`src/rtl/apb_mem_pkg.sv`:
```
// Shared types and constants for the APB-to-mem8KB access controller.
package apb_mem_pkg;

  typedef enum logic [1:0] {
    IDLE,
    ISSUE,
    RDWAIT,
    RESP
  } state_t;

  localparam int RD_LAT_MIN = 1;
  localparam int RD_LAT_MAX = 4;

  // Wide enough to hold RD_LAT_MAX itself.
  localparam int CNT_W = $clog2(RD_LAT_MAX) + 1;

endpackage : apb_mem_pkg

```
`src/rtl/apb_mem_ctrl.sv`:
```
// APB3 slave that turns each setup/access pair into a single mem8KB cs pulse,
// inserts fixed wait states and flags out-of-array addresses with PSLVERR.
module apb_mem_ctrl
  import apb_mem_pkg::*;
#(
  parameter int ADDR_WIDTH  = 10,
  parameter int DATA_WIDTH  = 8,
  parameter int PADDR_WIDTH = 12,
  parameter int RD_LAT      = 1
) (
  input  logic                   clk,
  input  logic                   rst_n,
  input  logic                   psel,
  input  logic                   penable,
  input  logic                   pwrite,
  input  logic [PADDR_WIDTH-1:0] paddr,
  input  logic [DATA_WIDTH-1:0]  pwdata,
  output logic [DATA_WIDTH-1:0]  prdata,
  output logic                   pready,
  output logic                   pslverr,
  output logic                   mem_cs,
  output logic                   mem_wr_rd_n,
  output logic [ADDR_WIDTH-1:0]  mem_addr,
  output logic [DATA_WIDTH-1:0]  mem_wdata,
  input  logic [DATA_WIDTH-1:0]  mem_rdata
);

  generate
    if (RD_LAT < RD_LAT_MIN || RD_LAT > RD_LAT_MAX) begin : g_bad_rd_lat
      $error("apb_mem_ctrl: RD_LAT must be within 1..4");
    end
  endgenerate

  state_t                r_state;
  logic [CNT_W-1:0]      r_cnt;
  logic [DATA_WIDTH-1:0] r_prdata;
  logic                  r_pready;
  logic                  r_pslverr;
  logic                  r_mem_cs;
  logic                  r_mem_wr_rd_n;
  logic [ADDR_WIDTH-1:0] r_mem_addr;
  logic [DATA_WIDTH-1:0] r_mem_wdata;

  logic w_setup;
  logic w_in_range;

  assign w_setup = psel & ~penable;

  generate
    if (PADDR_WIDTH > ADDR_WIDTH) begin : g_range
      assign w_in_range = (paddr[PADDR_WIDTH-1:ADDR_WIDTH] == '0);
    end else begin : g_full
      assign w_in_range = 1'b1;
    end
  endgenerate

  // mem_addr/mem_wdata/mem_wr_rd_n double as the latched APB request; they are
  // only reloaded on an accepted in-range setup and otherwise hold.
  always_ff @(posedge clk or negedge rst_n) begin
    if (!rst_n) begin
      r_state       <= IDLE;
      r_cnt         <= '0;
      r_prdata      <= '0;
      r_pready      <= 1'b0;
      r_pslverr     <= 1'b0;
      r_mem_cs      <= 1'b0;
      r_mem_wr_rd_n <= 1'b0;
      r_mem_addr    <= '0;
      r_mem_wdata   <= '0;
    end else begin
      // NOTE: non-blocking default makes cs a one-cycle pulse; any branch below
      // that sets it overrides this, and every state reads pre-edge values.
      r_mem_cs <= 1'b0;
      unique case (r_state)
        IDLE: begin
          r_pready  <= 1'b0;
          r_pslverr <= 1'b0;
          if (w_setup) begin
            if (w_in_range) begin
              r_mem_cs      <= 1'b1;
              r_mem_wr_rd_n <= pwrite;
              r_mem_addr    <= paddr[ADDR_WIDTH-1:0];
              r_mem_wdata   <= pwdata;
              r_state       <= ISSUE;
            end else begin
              r_pready  <= 1'b1;
              r_pslverr <= 1'b1;
              r_prdata  <= '0;
              r_state   <= RESP;
            end
          end
        end

        ISSUE: begin
          if (!psel) begin
            r_state <= IDLE;
          end else if (r_mem_wr_rd_n) begin
            r_pready <= 1'b1;
            r_state  <= RESP;
          end else begin
            r_cnt   <= CNT_W'(RD_LAT);
            r_state <= RDWAIT;
          end
        end

        RDWAIT: begin
          if (!psel) begin
            r_state <= IDLE;
          end else if (r_cnt == CNT_W'(1)) begin
            r_prdata <= mem_rdata;
            r_pready <= 1'b1;
            r_state  <= RESP;
          end else begin
            r_cnt <= r_cnt - CNT_W'(1);
          end
        end

        RESP: begin
          r_pready  <= 1'b0;
          r_pslverr <= 1'b0;
          r_state   <= IDLE;
        end

        default: r_state <= IDLE;
      endcase
    end
  end

  assign prdata      = r_prdata;
  assign pready      = r_pready;
  assign pslverr     = r_pslverr;
  assign mem_cs      = r_mem_cs;
  assign mem_wr_rd_n = r_mem_wr_rd_n;
  assign mem_addr    = r_mem_addr;
  assign mem_wdata   = r_mem_wdata;

endmodule : apb_mem_ctrl
```
`config.mk`:
```
export PLATFORM = sky130hd
export DESIGN_NAME = apb_mem_ctrl
export DESIGN_NICKNAME = d
export VERILOG_FILES = /design/src/rtl/apb_mem_pkg.sv /design/src/rtl/apb_mem_ctrl.sv
export SDC_FILE = /design/constraint.sdc
export NUM_CORES = 1
export LEC_CHECK = 0
export BUFFER_PORTS_ARGS = -buffer_cell sky130_fd_sc_hd__buf_2
export CORE_MARGIN = 2
export CORE_UTILIZATION = 30
export DETAILED_ROUTE_END_ITERATION = 16
export HOLD_SLACK_MARGIN = 0.03
export PLACE_DENSITY = 0.62
export SYNTH_ARGS = -nofsm -noshare
export SYNTH_HDL_FRONTEND = slang
export SYNTH_SLANG_ARGS = --single-unit
```
`constraint.sdc`:
```
create_clock -name clk -period 2.65 [get_ports clk]
set_input_delay 0.1325 -clock clk [delete_from_list [all_inputs] [get_ports clk]]
set_output_delay 0.1325 -clock clk [all_outputs]
set_load 0.01 [all_outputs]
```
==> flow_summary.ini <==
[critical_path]
r2r-start = r_state[1]
worstSetupPathType = reg -> reg
crit_required_ns = 2.81
timing.rr.end = mem_addr[8]
r2r_slack_ns = 0.52
start_kind = register
end_kind = register
reg2reg_depth = 4
arrival_ns = 2.29
critPathMaxFanout = 20

[synthesis]
synth_xor_area_share_pct = 0
synth_compound_area_share_pct = 9.85
muxShareOfSynthArea_pct = 21.8
synth_fa_ha_area_share_pct = 5.51
syn_avg_cell_area_um2 = 12.2
ys_seq_area_share_pct = 48.2
syn-cell-area_um2 = 1820
ys_ff_latch = 35
netlist_instances = 149
ys_warn_count = 0
synth_cell_types = 35
synth_top_family_by_area = multiplexers
synthSimpleGateAreaFrac_pct = 8.61
synth_nets = 190

[cts]
postCtsSetupBuffers = 0
cts.clk_slew.worst_paths_ns = 0.07
clk_latency_ns = 0.28
cts_buffer_depth = 2
htree_levels = 2
cts.sinks = 35
hold_buffers = 1
cts_root_buffer = clkbuf_8
tritoncts = built
cts_resized = 0
cts_buffers = 5

[sta]
rsz0062_at_grt = false
hold_viol = 0
timing.final.crit_share_pct = 80.3
max_freq_mhz = 470
setup_ws_ns = 0.521
relSlewSlack_pct = 49.4
min_period_ns = 2.13
clock_skew_ns = 0.00486
tns_ns = 0
setup_viol = 0
slew_violations = 0
tightest_slew_ns = 0.759

[min_path]
min_from = pwdata[1]
worstHoldEndpoint = mem_wdata[1]
hold_path_depth = 2
min_path_type = in -> reg

[global_routing]
track_usage_pct = 11.0
gr-total-overflow = 0
antenna_found_initial = 0
grt_pass1_vias = 1273
grt_max_degree = 36
grt_pass1_wl_um = 5680

[finish]
drive_gt1_share_pct = 43.5
layout.nets = 254
fillers = 600
regArea_um2 = 876
multi_input_area_um2 = 831
antenna_cells = 0
finalInstanceArea_um2 = 2280
final_common_cell = buf_2
syn_to_final_growth_pct = 25.6
final_cell_mix = buf_2 (62), dfrtp_1 (35), mux2_4 (19), inv_1 (16), nand2_1 (15)

[detailed_routing]
wl_met3_um = 265
ant_nets = 0
drc = 0
wl_um = 3530
drt_iter0_markers = 36
num_vias = 1281
vias_per_cell = 4.43
wl_met1_um = 1730
dr.pass1.iters = 4
wl_per_cell_um = 12.2
top_layer = met4
route.met2.wl_um = 1520

[floorplan]
die_w_um = 81.8
die_h_um = 81.8
dieArea_um2 = 6690
ios = 63
row_count = 28
core_um2 = 5890
start_util_pct = 30.9

[power_and_ir_drop]
vdd_drop_max_uv = 411
powerDensity_nw_per_um2 = 1040
static-leakage-power_nw = 1.25
power.total_w = 0.00236

[status]
status = finished clean

[place]
place_ws_ns = 0.497
post_dp_cell_area_um2 = 2170
gp_congestion = 0.855
dp_hpwl_um = 2560
portBuffers = 62

[run]
maxCapViolations = 0
[critical path, stage by stage, from the launching register on]
cell and delay (ns):
dfrtp_1 0.42, inv_1 0.14, ha_1 0.33, nand3_2 0.59, mux2_4 0.51
[cells in the mapped netlist (all sizes together)]
cell type	n	area, µm²
and2b	1	7.51
mux2	19	285
nor2b	1	13.8
nand3	1	10.0
nor3b	1	7.51
a21o	1	7.51
nor3	1	5.00
a32oi	1	8.76
and2	1	6.26
o21ai	8	51.3
dfrtp	35	876
a32o	1	10.0
a21oi	3	18.8
o221ai	1	8.76
ha	8	100
o22ai	2	18.8
nor2	4	15.0
buf	5	46.3
nand3b	1	7.51
a31oi	1	6.26
mux2i	11	110
nand2b	2	12.5
a21boi	1	7.51
clkbuf	1	3.75
nand2	15	56.3
a22o	3	26.3
o31ai	2	15.0
inv	16	60.1
or2b	2	15.0
[worst max path at each step]
stage | start | endpoint | slack, ns | cells past startpoint
floorplan | r_state[0] | mem_addr[1] | 1.17 | 6
finish | r_state[1] | mem_addr[8] | 0.52 | 4
global placement | r_state[0] | mem_addr[3] | 0.56 | 4
CTS | r_state[0] | mem_addr[8] | 0.50 | 4
global route | r_state[1] | mem_wdata[7] | 0.38 | 4
detailed placement | r_state[0] | mem_addr[7] | 0.50 | 4
[metrics by stage]
step,cells,util (%),hold WS (ns)
final,289,38.8,0.0811
after global routing,289,38.8,0.0614
after CTS,289,38.8,0.0711
after detailed placement,280,36.9,0.253
after global placement,280,36.9,0.264
after floorplan,149,-,-0.163
[routing by layer]
metal,vias up,GRT usage (%)
li1,633,-
met1,598,14.8
met2,47,17.1
met3,3,3.63
met4,0,2.83
met5,-,0
[cell families (layout without fill, tap and decap cells)]
family,after synthesis,after routing
flip-flops,35,35
multiplexers,30,30
AND/OR/NAND/NOR,30,30
AO/OA/AOI/OAI,24,24
buffers and inverters,22,87
adder cells (fa/ha/maj),8,8
[area by class of cell]
type / count / area share [%]
Clock buffer: 8 / 4.39
Inverter: 16 / 2.63
Multi-Input combinational cell: 92 / 36.4
Sequential cell: 35 / 38.4
Tap cell: 75 / 4.11
Timing Repair Buffer: 63 / 14.0
[registers in the layout, indices dropped and copies added, names as in the netlist]
signal / cells
mem_addr: 10
mem_cs: 1
mem_wdata: 8
mem_wr_rd_n: 1
prdata: 8
pready: 1
pslverr: 1
r_cnt: 3
r_state: 2
[power by group]
group | switching, W | leakage [nW] | internal, W
clock | 0.000172 | 0.0515 | 0.000237
sequential | 0.000132 | 0.448 | 0.000747
combinational | 0.000536 | 0.755 | 0.000539
total | 0.000840 | 1.25 | 0.00152
Power figures use the tool's default switching activity.
